### config.mk
export PLATFORM = sky130hd
export DESIGN_NAME = prefetch_fetch_unit_flat
export DESIGN_NICKNAME = d
export VERILOG_FILES = /design/src/rtl/prefetch_fetch_unit_if.sv /design/src/rtl/prefetch_fetch_unit.sv /design/src/flat_wrapper.sv
export SDC_FILE = /design/constraint.sdc
export NUM_CORES = 1
export LEC_CHECK = 0
export ABC_AREA = 1
export ABC_CLOCK_PERIOD_IN_PS = 3500
export CORE_UTILIZATION = 34
export CTS_CLUSTER_SIZE = 28
export DETAILED_ROUTE_END_ITERATION = 16
export MAX_ROUTING_LAYER = met4
export SLEW_MARGIN = 5
export SYNTH_ARGS = -nofsm -noshare
export SYNTH_HDL_FRONTEND = slang
export SYNTH_SLANG_ARGS = --single-unit
### constraint.sdc
create_clock -name clk -period 3.5 [get_ports clk]
set_input_delay 0.7 -clock clk [delete_from_list [all_inputs] [get_ports clk]]
set_output_delay 0.7 -clock clk [all_outputs]
set_load 0.05 [all_outputs]
### src/rtl/prefetch_fetch_unit_if.sv
// rtl/prefetch_fetch_unit_if.sv - memory-fetch and decode-handshake bundle for the prefetch unit
interface prefetch_fetch_unit_if #(
    parameter int DATA_WIDTH = 16,
    parameter int ADDR_WIDTH = 16
);
    logic                  mem_req;
    logic [ADDR_WIDTH-1:0] mem_addr;
    logic                  mem_ack;
    logic [DATA_WIDTH-1:0] mem_rdata;

    logic                  if_valid;
    logic                  if_ready;
    logic [DATA_WIDTH-1:0] if_ir;
    logic [ADDR_WIDTH-1:0] if_pc;

    modport master (
        output mem_req,
        output mem_addr,
        input  mem_ack,
        input  mem_rdata,
        output if_valid,
        input  if_ready,
        output if_ir,
        output if_pc
    );

    modport slave (
        input  mem_req,
        input  mem_addr,
        output mem_ack,
        output mem_rdata,
        input  if_valid,
        output if_ready,
        input  if_ir,
        input  if_pc
    );
endinterface

### src/rtl/prefetch_fetch_unit.sv
// rtl/prefetch_fetch_unit.sv - instruction prefetch front end: memory fetch FSM feeding a {pc, ir} FIFO
module prefetch_fetch_unit #(
    parameter int                    DATA_WIDTH = 16,
    parameter int                    ADDR_WIDTH = 16,
    parameter int                    DEPTH      = 4,
    parameter logic [ADDR_WIDTH-1:0] RESET_PC   = '0
) (
    input  logic                           clk,
    input  logic                           rst,
    prefetch_fetch_unit_if.master          bus,
    input  logic                           redirect,
    input  logic [ADDR_WIDTH-1:0]          redirect_pc,
    output logic [$clog2(DEPTH+1)-1:0]     fifo_level
);
    localparam int PTR_W = $clog2(DEPTH);
    localparam int LVL_W = $clog2(DEPTH+1);

    typedef enum logic [1:0] {
        IDLE = 2'd0,
        REQ  = 2'd1,
        KILL = 2'd2
    } stateType;

    stateType              state;
    stateType              stateNext;
    logic [ADDR_WIDTH-1:0] fetchPc;
    logic [ADDR_WIDTH-1:0] fetchPcNext;
    logic [ADDR_WIDTH-1:0] pendingPc;
    logic [ADDR_WIDTH-1:0] pendingPcNext;

    logic [ADDR_WIDTH-1:0] pcMem [DEPTH];
    logic [DATA_WIDTH-1:0] irMem [DEPTH];
    logic [PTR_W-1:0]      wrPtr;
    logic [PTR_W-1:0]      rdPtr;
    logic [LVL_W-1:0]      level;
    logic [LVL_W-1:0]      levelAfter;

    logic empty;
    logic headValid;
    logic pop;
    logic push;
    logic space;

    assign empty      = (level == '0);
    assign headValid  = !empty && !redirect;
    assign pop        = headValid && bus.if_ready;
    assign push       = (state == REQ) && bus.mem_ack && !redirect;
    assign levelAfter = level + LVL_W'(push) - LVL_W'(pop);
    // Room is judged on next cycle's occupancy so a request in flight can always land.
    assign space      = (levelAfter < LVL_W'(DEPTH));

    always_comb begin
        stateNext     = state;
        fetchPcNext   = fetchPc;
        pendingPcNext = pendingPc;
        case (state)
            IDLE: begin
                if (redirect) begin
                    fetchPcNext = redirect_pc;
                    stateNext   = REQ;
                end else if (space) begin
                    stateNext = REQ;
                end
            end
            REQ: begin
                if (bus.mem_ack) begin
                    if (redirect) begin
                        fetchPcNext = redirect_pc;
                    end else begin
                        fetchPcNext = fetchPc + ADDR_WIDTH'(1);
                        stateNext   = space ? REQ : IDLE;
                    end
                end else if (redirect) begin
                    pendingPcNext = redirect_pc;
                    stateNext     = KILL;
                end
            end
            KILL: begin
                // Old request must still finish on its original address; its data is dropped.
                if (bus.mem_ack) begin
                    fetchPcNext = redirect ? redirect_pc : pendingPc;
                    stateNext   = REQ;
                end else if (redirect) begin
                    pendingPcNext = redirect_pc;
                end
            end
            default: stateNext = IDLE;
        endcase
    end

    always_ff @(posedge clk or negedge rst) begin
        if (!rst) begin
            state     <= IDLE;
            fetchPc   <= RESET_PC;
            pendingPc <= RESET_PC;
            wrPtr     <= '0;
            rdPtr     <= '0;
            level     <= '0;
        end else begin
            state     <= stateNext;
            fetchPc   <= fetchPcNext;
            pendingPc <= pendingPcNext;
            if (redirect) begin
                wrPtr <= '0;
                rdPtr <= '0;
                level <= '0;
            end else begin
                if (push) begin
                    wrPtr <= wrPtr + PTR_W'(1);
                end
                if (pop) begin
                    rdPtr <= rdPtr + PTR_W'(1);
                end
                level <= levelAfter;
            end
        end
    end

    always_ff @(posedge clk) begin
        if (push) begin
            pcMem[wrPtr] <= fetchPc;
            irMem[wrPtr] <= bus.mem_rdata;
        end
    end

    assign bus.mem_req  = (state != IDLE);
    assign bus.mem_addr = fetchPc;
    assign bus.if_valid = headValid;
    assign bus.if_ir    = empty ? '0 : irMem[rdPtr];
    assign bus.if_pc    = empty ? '0 : pcMem[rdPtr];
    assign fifo_level   = level;
endmodule

### src/flat_wrapper.sv
// flat-port wrapper written by rule: the top's interface ports become plain ports
module prefetch_fetch_unit_flat 
#(
    parameter int                    DATA_WIDTH = 16,
    parameter int                    ADDR_WIDTH = 16,
    parameter int                    DEPTH      = 4,
    parameter logic [ADDR_WIDTH-1:0] RESET_PC   = '0
)
  (clk, rst, redirect, redirect_pc, fifo_level, bus_mem_req, bus_mem_addr, bus_mem_ack, bus_mem_rdata, bus_if_valid, bus_if_ready, bus_if_ir, bus_if_pc);
  prefetch_fetch_unit_if #(.DATA_WIDTH(DATA_WIDTH), .ADDR_WIDTH(ADDR_WIDTH)) bus_i ();
  input  logic clk;
  input  logic rst;
  input  logic redirect;
  input  logic [ADDR_WIDTH-1:0] redirect_pc;
  output logic [$clog2(DEPTH+1)-1:0] fifo_level;
  output wire logic [$bits(bus_i.mem_req)-1:0] bus_mem_req;
  output wire logic [$bits(bus_i.mem_addr)-1:0] bus_mem_addr;
  input wire logic [$bits(bus_i.mem_ack)-1:0] bus_mem_ack;
  input wire logic [$bits(bus_i.mem_rdata)-1:0] bus_mem_rdata;
  output wire logic [$bits(bus_i.if_valid)-1:0] bus_if_valid;
  input wire logic [$bits(bus_i.if_ready)-1:0] bus_if_ready;
  output wire logic [$bits(bus_i.if_ir)-1:0] bus_if_ir;
  output wire logic [$bits(bus_i.if_pc)-1:0] bus_if_pc;
  assign bus_mem_req = bus_i.mem_req;
  assign bus_mem_addr = bus_i.mem_addr;
  assign bus_i.mem_ack = bus_mem_ack;
  assign bus_i.mem_rdata = bus_mem_rdata;
  assign bus_if_valid = bus_i.if_valid;
  assign bus_i.if_ready = bus_if_ready;
  assign bus_if_ir = bus_i.if_ir;
  assign bus_if_pc = bus_i.if_pc;
  prefetch_fetch_unit #(.DATA_WIDTH(DATA_WIDTH), .ADDR_WIDTH(ADDR_WIDTH), .DEPTH(DEPTH), .RESET_PC(RESET_PC)) u_core (.clk(clk), .rst(rst), .bus(bus_i), .redirect(redirect), .redirect_pc(redirect_pc), .fifo_level(fifo_level));
endmodule
== Yosys cells after proc, flatten, opt, wreduce, memory -nomap -nowiden ==
Memory sizes are Yosys's and may differ from the RTL's.
Cells that the tools add are included.
Storage, ports and cells
  register bits: 41
  input port bits: 37
  bits in writable memories: 128
  memories kept: 2
Cells by class
  equal/unequal tests: 8
  bitwise operators: 1
  reductions and logical operators: 16
  add/sub/neg operators: 5
  $lt $le $gt $ge: 1
  muxes and demuxes: 23
Memories
  u_core.irMem: words 4, bits a word 16, rd ports 1, clocked after memory_dff 0, write ports 1, line prefetch_fetch_unit.sv:32  | logic [DATA_WIDTH-1:0] irMem [DEPTH];
  u_core.pcMem: words 4, bits a word 16, rd ports 1, clocked after memory_dff 0, write ports 1, line prefetch_fetch_unit.sv:31  | logic [ADDR_WIDTH-1:0] pcMem [DEPTH];
Operator list (number)
  $mux W16: 7
  $pmux W16 S3: 1
  $mux W2: 10
  $add A16 B1 Y16 const B: 1
  $reduce_and A4 Y1: 2
  $ne A2 B2 Y1 const B: 3
  $ne A3 B3 Y1 const B: 2
  $pmux W2 S3: 1
  $reduce_bool A2 Y1: 3
  $add A2 B1 Y2 const B: 2
  $logic_and A1 B1 Y1: 4
  $add A3 B1 Y3: 1
  $logic_not A3 Y1: 1
  $lt A3 B3 Y1 const B: 1
  $mux W1: 3
  $mux W3: 1
  $ne A3 B2 Y1 const B: 1
  $reduce_bool A3 Y1: 1
  $sub A3 B1 Y3: 1
  $eq A2 B1 Y1 const B: 1
  $eq A2 B2 Y1 const B: 1
  $logic_not A1 Y1: 2
  $logic_not A2 Y1: 1
  $reduce_and A2 Y1: 1
  other kinds (2): 2

== Depth between registers and ports, before layout ==
Gate-level depths: netlist of the first run.
  depth in word-level cells: 10
  mapped depth: 16
  mapped depth without buffers: 16

== Worst setup path before layout of the first run ==
OpenSTA, ideal clock, no wires.
  path type: register to register
  from: register u_core.level[1] (netlist: u_core.fifo_level[1])
  to: register u_core.state[0]
  path buffers: 0
  arrival: 3.325 ns
  slack: 0.046 ns
  stages on the path, launching flop included: 17
  data required time: 3.371 ns
  period minus slack after synthesis: 3.454 ns
  cell sequence: dfrtp_1 > nor3_2 > nor2_1 > nand2_1 > inv_1 > ha_1 > inv_1 > ha_1 > inv_1 > fa_1 > xor2_1 > xor2_1 > inv_2 > nand2_1 > o211ai_1 > nand2_1 > o21ai_1
Between the ends
  longest elaborated chain between the ends: 10
  elaborated cells on any way between the ends: 13
Ends and longest elaborated chain
  start: declaration: line prefetch_fetch_unit.sv:35  | logic [LVL_W-1:0] level;
  start signal: assignment: line prefetch_fetch_unit.sv:114  | level <= levelAfter;
  $logic_not A3 Y1 *: line prefetch_fetch_unit.sv:44  | assign empty = (level == '0);
  $logic_not A1 Y1 *: line prefetch_fetch_unit.sv:45  | assign headValid = !empty && !redirect;
  $logic_and A1 B1 Y1 *: line prefetch_fetch_unit.sv:45
  named net bus_if_valid: line flat_wrapper.sv:20  | output wire logic [$bits(bus_i.if_valid)-1:0] bus_if_valid;
  $logic_and A1 B1 Y1 *: line prefetch_fetch_unit.sv:46  | assign pop = headValid && bus.if_ready;
  $sub A3 B1 Y3 *: line prefetch_fetch_unit.sv:48  | assign levelAfter = level + LVL_W'(push) - LVL_W'(pop);
  $lt A3 B3 Y1 *: line prefetch_fetch_unit.sv:50  | assign space = (levelAfter < LVL_W'(DEPTH));
  $mux W1: line prefetch_fetch_unit.sv:71  | stateNext = space ? REQ : IDLE;
  $mux W2: line prefetch_fetch_unit.sv:67  | if (redirect) begin
  $mux W2: line prefetch_fetch_unit.sv:66  | if (bus.mem_ack) begin
  $pmux W2 S3: line prefetch_fetch_unit.sv:56  | case (state)
  end signal: assignment: line prefetch_fetch_unit.sv:100  | state <= stateNext;
  end: declaration: line prefetch_fetch_unit.sv:24  | stateType state;
Mark *: on every way through the listed nets, which the timed path passes. The rest lies on a longest branch. The select of a mux whose other input is x is not followed.
A chain may end at the register's enable or synchronous reset.

== Worst setup path after layout of the first run ==
  from: input redirect
  to: register u_core.state[1]
Between the ends
  longest elaborated chain between the ends: 7
  elaborated cells on any way between the ends: 13
Ends and longest elaborated chain
  start: declaration: line flat_wrapper.sv:13  | input logic redirect;
  $logic_not A1 Y1: line prefetch_fetch_unit.sv:45, prefetch_fetch_unit.sv:47
  $logic_and A1 B1 Y1, on equally long branches: line prefetch_fetch_unit.sv:47, prefetch_fetch_unit.sv:45
  $add A3 B1 Y3 or $logic_and A1 B1 Y1 (tied branches): line prefetch_fetch_unit.sv:48, prefetch_fetch_unit.sv:46
  $sub A3 B1 Y3: line prefetch_fetch_unit.sv:48
  $lt A3 B3 Y1: line prefetch_fetch_unit.sv:50
  $ne A3 B2 Y1 (no source line)
  $reduce_and A4 Y1 (no source line)
Parallel ways exist; a longest one is shown, timed or not.

==> impl_metrics.csv, run 1 <==
group,metric,value,unit
floorplanning,die-area,0.0235,sq mm
floorplanning,die_x,153,microns
yosys,synth_cells,809,
sta,hold_violations,0,
global_route,grt_start_max_net_pins,43,
clock_tree,worstSkewPairLatency,420,ps
clock_tree,ctsLongestPathBuffers,2,
place,numPlacedInstances,1159,
global_route,gr-total-overflow,0,
finish,postLayoutCoreUtil,43.9,%
global_route,grtUsageMet2,26.6,%
worst_hold_path,hold_class,"input pin to asynchronous set/reset pin",
floorplanning,floorplan.initialDensity,34.5,%
finish,drive_above_1_share,11.8,%
status,run_status,"completed",
sta,max_freq,0.350,GHz
power_and_ir_drop,power.total,9260,uW
critical_path,worst_ep_required_time,3800,ps
yosys,synth-seq-area-share,62.5,%
place,final_replace_weighted_congestion,0.753,
drt,detailroute.via_count,5646,
global_route,antenna_found_initial,0,
finish,antennaDiodeCount,0,
yosys,synth-async-reset-ratio,24.3,%
sta,timing.max_slew.rel_slack,36.1,%
yosys,synth_enable_flop_cells,128,
sta,timing_max_transition_violations_final,0,
power_and_ir_drop,max-vdd-ir-drop,0.000448,V
yosys,syn-mean-instance-area,9.63,sq um
floorplanning,die_height,153,microns
drt,remaining_drc_errors,0,
floorplanning,core_area,0.0226,sq mm
critical_path,startpoint_type,"input pin",
yosys,synth_flop_cell,"sky130_fd_sc_hd__edfxtp_1",
drt,detail_route.vias_per_cell,4.75,
drt,post_drt_wl_per_cell,15.1,microns
clock_tree,clock_input_transition_at_the_sequential_cells_of_the_worst_setup_and_hold_paths,70,ps
floorplanning,placement_rows,55,
global_route,met3_usage,2.89,%
critical_path,critical_path.startpoint,"redirect",
sta,finalCriticalPeriod,2860,ps
clock_tree,cts.repair_timing.setup_buffer_count,0,
yosys,synth.cell_area,0.00779,sq mm
yosys,yosysTopAreaCellShare,49.3,%
yosys,post_synth_num_cell_types,31,
sta,layout_worst_path_cycle_share,81.7,%
finish,num-nets-final,942,
yosys,postSynthNetCount,858,
sta,worst_pin_slew,959,ps
yosys,yosys_warnings,0,
critical_path,path_class,"input pin to flop",
clock_tree,postcts_resize_cnt,0,
floorplanning,boundaryPins,90,
finish,final-instance-count-excl-fill,1189,
place,dpl.hpwl,11400,microns
finish,final_common_cell,"sky130_fd_sc_hd__nor2_1",
clock_tree,tritoncts_num_sinks,169,
sta,fin_skew,5.82,ps
critical_path,crit-reg2reg-launch,"u_core.fifo_level[1]$_DFF_PN0_",
sta,unrepaired_setup_endpoints_after_global_routing,"false",
clock_tree,clock_tree_from_tritoncts,"yes",
global_route,global_route_wire_length_before_repair,28800,microns
drt,totalWireLength,18000,microns
critical_path,critPathMaxFanout,4,
critical_path,crit_arrival,3160,ps
drt,detail_route.iter0.violations,316,
global_route,first_global_vias,5366,
global_route,global_route.usage.total,16.5,%
place,buffer_ports.inserted,89,
clock_tree,htree_num_levels,4,
yosys,post-synth-top-area-cell,"sky130_fd_sc_hd__edfxtp_1",
power_and_ir_drop,power.density,934,mW/mm^2
drt,postRouteAntennaNets,0,
sta,setup_violations,0,
yosys,netlist_top_cells_area,"sky130_fd_sc_hd__edfxtp_1 (49%), sky130_fd_sc_hd__dfrtp_1 (13%), sky130_fd_sc_hd__nor2_1 (8.1%)",
finish,final_cell_mix,"sky130_fd_sc_hd__nor2_1 (164), sky130_fd_sc_hd__nand2_1 (142), sky130_fd_sc_hd__edfxtp_1 (128)",
finish,number_of_filler_instances_in_the_final_layout,2098,
drt,drtPass1Iterations,7,
global_route,top_usage_layer,"met2",
yosys,synth-seq-cells,169,
power_and_ir_drop,cellLeakagePower,0.00380,uW
critical_path,endpoint_kind,"flop",
run,drv_cap,0,
clock_tree,holdBufCountCts,0,
clock_tree,cell_at_the_root_of_the_clock_tree,"sky130_fd_sc_hd__clkbuf_16",
critical_path,setup.reg_to_reg.worst_slack,810,ps
global_route,grt.met1_usage,21.0,%
sta,finalSetupTns,0,ps
finish,area_growth,27.2,%
clock_tree,cts_made_buffers,17,
==> critical path, cell delays in order <==
cell,delay (ps)
sky130_fd_sc_hd__clkdlybuf4s50_1,460
sky130_fd_sc_hd__nor2_1,160
sky130_fd_sc_hd__nand2_1,80
sky130_fd_sc_hd__inv_1,90
sky130_fd_sc_hd__ha_1,230
sky130_fd_sc_hd__inv_1,60
sky130_fd_sc_hd__ha_1,140
sky130_fd_sc_hd__inv_1,50
sky130_fd_sc_hd__fa_1,370
sky130_fd_sc_hd__xor2_1,170
sky130_fd_sc_hd__xor2_1,240
sky130_fd_sc_hd__inv_2,60
sky130_fd_sc_hd__nand2_1,50
sky130_fd_sc_hd__o211ai_1,140
sky130_fd_sc_hd__nand2_1,100
sky130_fd_sc_hd__o21ai_1,60
==> flip-flops by register name, indices dropped and copies added, names as in the netlist <==
signal / flops
u_core.rdPtr: 2
u_core.pcMem: 64
u_core.wrPtr: 2
u_core.bus.mem_addr: 16
u_core.irMem: 64
u_core.state: 2
u_core.fifo_level: 3
u_core.pendingPc: 16
==> cell usage after synthesis, types with 6 or more instances <==
library cell               number
sky130_fd_sc_hd__a21oi_1       54
sky130_fd_sc_hd__buf_2         18
sky130_fd_sc_hd__clkbuf_1      19
sky130_fd_sc_hd__dfrtp_1       41
sky130_fd_sc_hd__edfxtp_1     128
sky130_fd_sc_hd__ha_1          11
sky130_fd_sc_hd__inv_1         52
sky130_fd_sc_hd__nand2_1      142
sky130_fd_sc_hd__nand2_2        6
sky130_fd_sc_hd__nand3_1       12
sky130_fd_sc_hd__nor2_1       168
sky130_fd_sc_hd__o21ai_0      107
sky130_fd_sc_hd__o21ai_1       16
==> stage by stage <==
| step | hold slack, ps | setup WS, ps | instance area [sq um] |
|---|---|---|---|
| final | 424 | 639 | 9910 |
| after detailed placement | 527 | 206 | 9360 |
| after global placement | 516 | 257 | 9360 |
| after floorplan | 404 | 46.3 | 7790 |
| after global routing | 502 | 435 | 9910 |
| after CTS | 449 | 646 | 9910 |
==> cell families after synthesis <==
logic type	after synthesis	synth area share, %
xor+xnor	3	0.337
compound gates	184	12.0
buf+inv	100	5.57
flops	169	62.5
simple gates	341	17.5
fa+ha+maj	12	2.02
==> report_power, final <==
part           internal (uW)  switching (uW)
clock                    980             778
sequential              2560             344
combinational           1670            2920
==> final cells by class <==
class                      count  area, sq um  area share (%)
multi-input combinational    540         2520            25.5
sequential                   169         4870            49.2
clock inverter                13          123            1.24
inverter                      57          214            2.16
clock buffer                  17          425            4.29
timing repair buffer         108         1400            14.1
tap                          285          357            3.60
==> per-layer routing <==
| metal | share of wire [%] | up-vias |
|---|---|---|
| met5 | 0 | - |
| met4 | 1.3 | 0 |
| met3 | 3.9 | 22 |
| met2 | 49 | 125 |
| met1 | 46 | 2633 |
| li1 | - | 2866 |
==> final timing paths <==
check,end,cells past startpoint
max,u_core.state[1]$_DFFE_PN0P_,16
min,u_core.bus.mem_addr[8]$_DFFE_PN0P_,1
max reg2reg,u_core.state[1]$_DFFE_PN0P_,16
min reg2reg,u_core.pendingPc[11]$_DFFE_PN0P_,2
max in group asynchronous,u_core.rdPtr[0]$_DFFE_PN0P_,1
min in group clk,u_core.pendingPc[11]$_DFFE_PN0P_,2
(Power assumes the default switching activity.)
==> inputs of run 2 (changes only) <==
--- a/config.mk
+++ b/config.mk
@@ -6,7 +6,7 @@
 export NUM_CORES = 1
 export LEC_CHECK = 0
 export ABC_AREA = 1
-export ABC_CLOCK_PERIOD_IN_PS = 3500
+export ABC_CLOCK_PERIOD_IN_PS = 2500
 export CORE_UTILIZATION = 34
 export CTS_CLUSTER_SIZE = 28
 export DETAILED_ROUTE_END_ITERATION = 16
==> constraint.sdc (replaced) <==
create_clock -name clk -period 2.5 [get_ports clk]
set_input_delay 0.5 -clock clk [delete_from_list [all_inputs] [get_ports clk]]
set_output_delay 0.5 -clock clk [all_outputs]
set_load 0.05 [all_outputs]
==> run 2 against run 1 <==
The flow now finishes with violations (negative setup slack). Non-clock buffer count increased by 47. Clock-buffer cell count unchanged. Flip-flop and latch count unchanged. Clock power increased by 46%. Register-to-register slack got worse by 810 ps. Routed wire length increased by 8.3%. Combinational power increased by 60%. Utilization increased by 2.7 points. First-iteration DRC count increased by 19%. Highest routed layer unchanged.
==> impl_metrics.csv, run 2 (synthesis gave the netlist of run 1 again) <==
group,metric,value,unit
clock_tree,cell_at_the_root_of_the_clock_tree,"sky130_fd_sc_hd__clkbuf_16",
sta,worst_pin_slew,998,ps
sta,setup_violations,1,
place,post-place-ws,-475,ps
critical_path,critPathMaxFanout,32,
clock_tree,ctsLongestPathBuffers,2,
clock_tree,tritoncts_num_sinks,169,
clock_tree,cts_made_buffers,17,
drt,detailroute.via_count,5861,
sta,max_freq,0.400,GHz
critical_path,worstPathBufferInverterCount,2,
sta,layout_setup_ws,-1.89,ps
worst_hold_path,hold_class,"input pin to asynchronous set/reset pin",
sta,hold_violations,0,
finish,number_of_filler_instances_in_the_final_layout,2059,
sta,fin_skew,9.62,ps
finish,num-nets-final,989,
drt,post_drt_wl_per_cell,15.7,microns
finish,final_cell_mix,"sky130_fd_sc_hd__nor2_1 (162), sky130_fd_sc_hd__nand2_1 (141), sky130_fd_sc_hd__edfxtp_1 (128)",
place,final_replace_weighted_congestion,0.793,
finish,final_common_cell,"sky130_fd_sc_hd__nor2_1",
critical_path,crit_family,"buffers and inverters",
place,dpl.hpwl,11900,microns
power_and_ir_drop,max-vdd-ir-drop,0.000525,V
global_route,antenna_found_initial,0,
power_and_ir_drop,power.density,1320,mW/mm^2
global_route,global_route_wire_length_before_repair,29800,microns
finish,area_occupied_by_registers,0.00488,sq mm
run,drv_cap,0,
drt,remaining_drc_errors,0,
place,buffer_ports.inserted,89,
critical_path,crit_arrival,2000,ps
drt,detail_route.iter0.violations,377,
global_route,global_route.usage.total,16.9,%
drt,postRouteAntennaNets,0,
drt,detail_route.vias_per_cell,4.73,
sta,timing_max_transition_violations_final,0,
critical_path,setup.reg_to_reg.worst_slack,-2,ps
floorplanning,die_height,153,microns
status,run_status,"finished, violations left",
critical_path,endpoint_kind,"output pin",
sta,layout_worst_path_cycle_share,100,%
floorplanning,placement_rows,55,
status,violated_checks,"negative setup slack",
critical_path,cp_slowest_cell,"sky130_fd_sc_hd__buf_4",
clock_tree,clock_input_transition_at_the_sequential_cells_of_the_worst_setup_and_hold_paths,70,ps
sta,finalSetupTns,-1.89,ps
finish,drive_above_1_share,19.5,%
finish,area_growth,35.0,%
sta,fin_worst_hold_slack,68.4,ps
drt,totalWireLength,19500,microns
power_and_ir_drop,power.total,13900,uW
sta,finalCriticalPeriod,2500,ps
sta,unrepaired_setup_endpoints_after_global_routing,"true",
floorplanning,core_area,0.0226,sq mm
critical_path,worst_ep_required_time,2000,ps
finish,layout.cell_area.non_filler,0.0105,sq mm
critical_path,critical_path.cell_chain,"nor3_4, buf_4, a21oi_1, buf_12",
floorplanning,die-area,0.0235,sq mm
critical_path,worst_path_largest_cell_delay,470,ps
global_route,grt_start_max_net_pins,65,
finish,reg_top3,"u_core.irMem x64, u_core.pcMem x64",
finish,multi_input_comb_area,0.00263,sq mm
floorplanning,boundaryPins,90,
global_route,gr-total-overflow,0,
clock_tree,htree_num_levels,4,
floorplanning,die_x,153,microns
critical_path,path_class,"flop to output pin",
place,placed_cell_area,0.00961,sq mm
finish,antennaDiodeCount,0,
floorplanning,floorplan.initialDensity,34.5,%
clock_tree,worstSkewPairLatency,430,ps
sta,timing.max_slew.rel_slack,33.3,%
clock_tree,holdBufCountCts,0,
clock_tree,clock_tree_from_tritoncts,"yes",
critical_path,startpoint_type,"flop",
power_and_ir_drop,cellLeakagePower,0.00408,uW
global_route,first_global_vias,5633,
drt,drtPass1Iterations,5,
run 2: path summary, 6_finish.rpt:
| path | from | endpoint | cells after the start |
|---|---|---|---|
| setup / recovery | u_core.fifo_level[2]$_DFF_PN0_ | bus_if_pc[4] | 4 |
| hold / removal | rst | u_core.pendingPc[11]$_DFFE_PN0P_ | 1 |
| setup reg to reg | u_core.fifo_level[2]$_DFF_PN0_ | u_core.state[1]$_DFFE_PN0P_ | 16 |
| hold reg to reg | u_core.pendingPc[4]$_DFFE_PN0P_ | u_core.pendingPc[4]$_DFFE_PN0P_ | 2 |
| max in group asynchronous | rst | u_core.rdPtr[1]$_DFFE_PN0P_ | 2 |
| min in group clk | u_core.pendingPc[4]$_DFFE_PN0P_ | u_core.pendingPc[4]$_DFFE_PN0P_ | 2 |
run 2: timing repair:
action | in CTS | in global routing
endpoints found under the setup margin | 8 | 98
gates cloned | 0 | 4
pin swaps | 3 | 9
setup buffers | 17 | 4
gates resized for setup | 14 | 34
run 2: layout make-up:
type	instances	share of cell area, %
timing repair buffer	155	17.7
sequential	169	46.4
clock inverter	15	1.43
multi-input combinational	540	25.0
tap	285	3.39
inverter	57	2.09
clock buffer	17	4.04
run 2: power breakdown:
group / internal [uW] / switching [uW] / total (uW)
sequential: 3590 / 353 / 3940
combinational: 2850 / 4510 / 7350
clock: 1470 / 1100 / 2570
total: 7910 / 5960 / 13900
run 2: layer usage:
metal  vias to the layer above  global-route usage [%]  wire (microns)
li1                       2963                       -               -
met1                      2753                    21.7            8800
met2                       126                    27.0            9740
met3                        19                    2.86             712
met4                         0                    5.48             219
met5                         -                       -               0
run 2: stage by stage:
stage / std cells / util [%]
2_1_floorplan: 809 / -
3_3_place_gp: 1184 / 42.6
3_5_place_dp: 1184 / 42.6
4_1_cts: 1232 / 45.9
5_1_grt: 1238 / 46.6
6_report: 1238 / 46.6
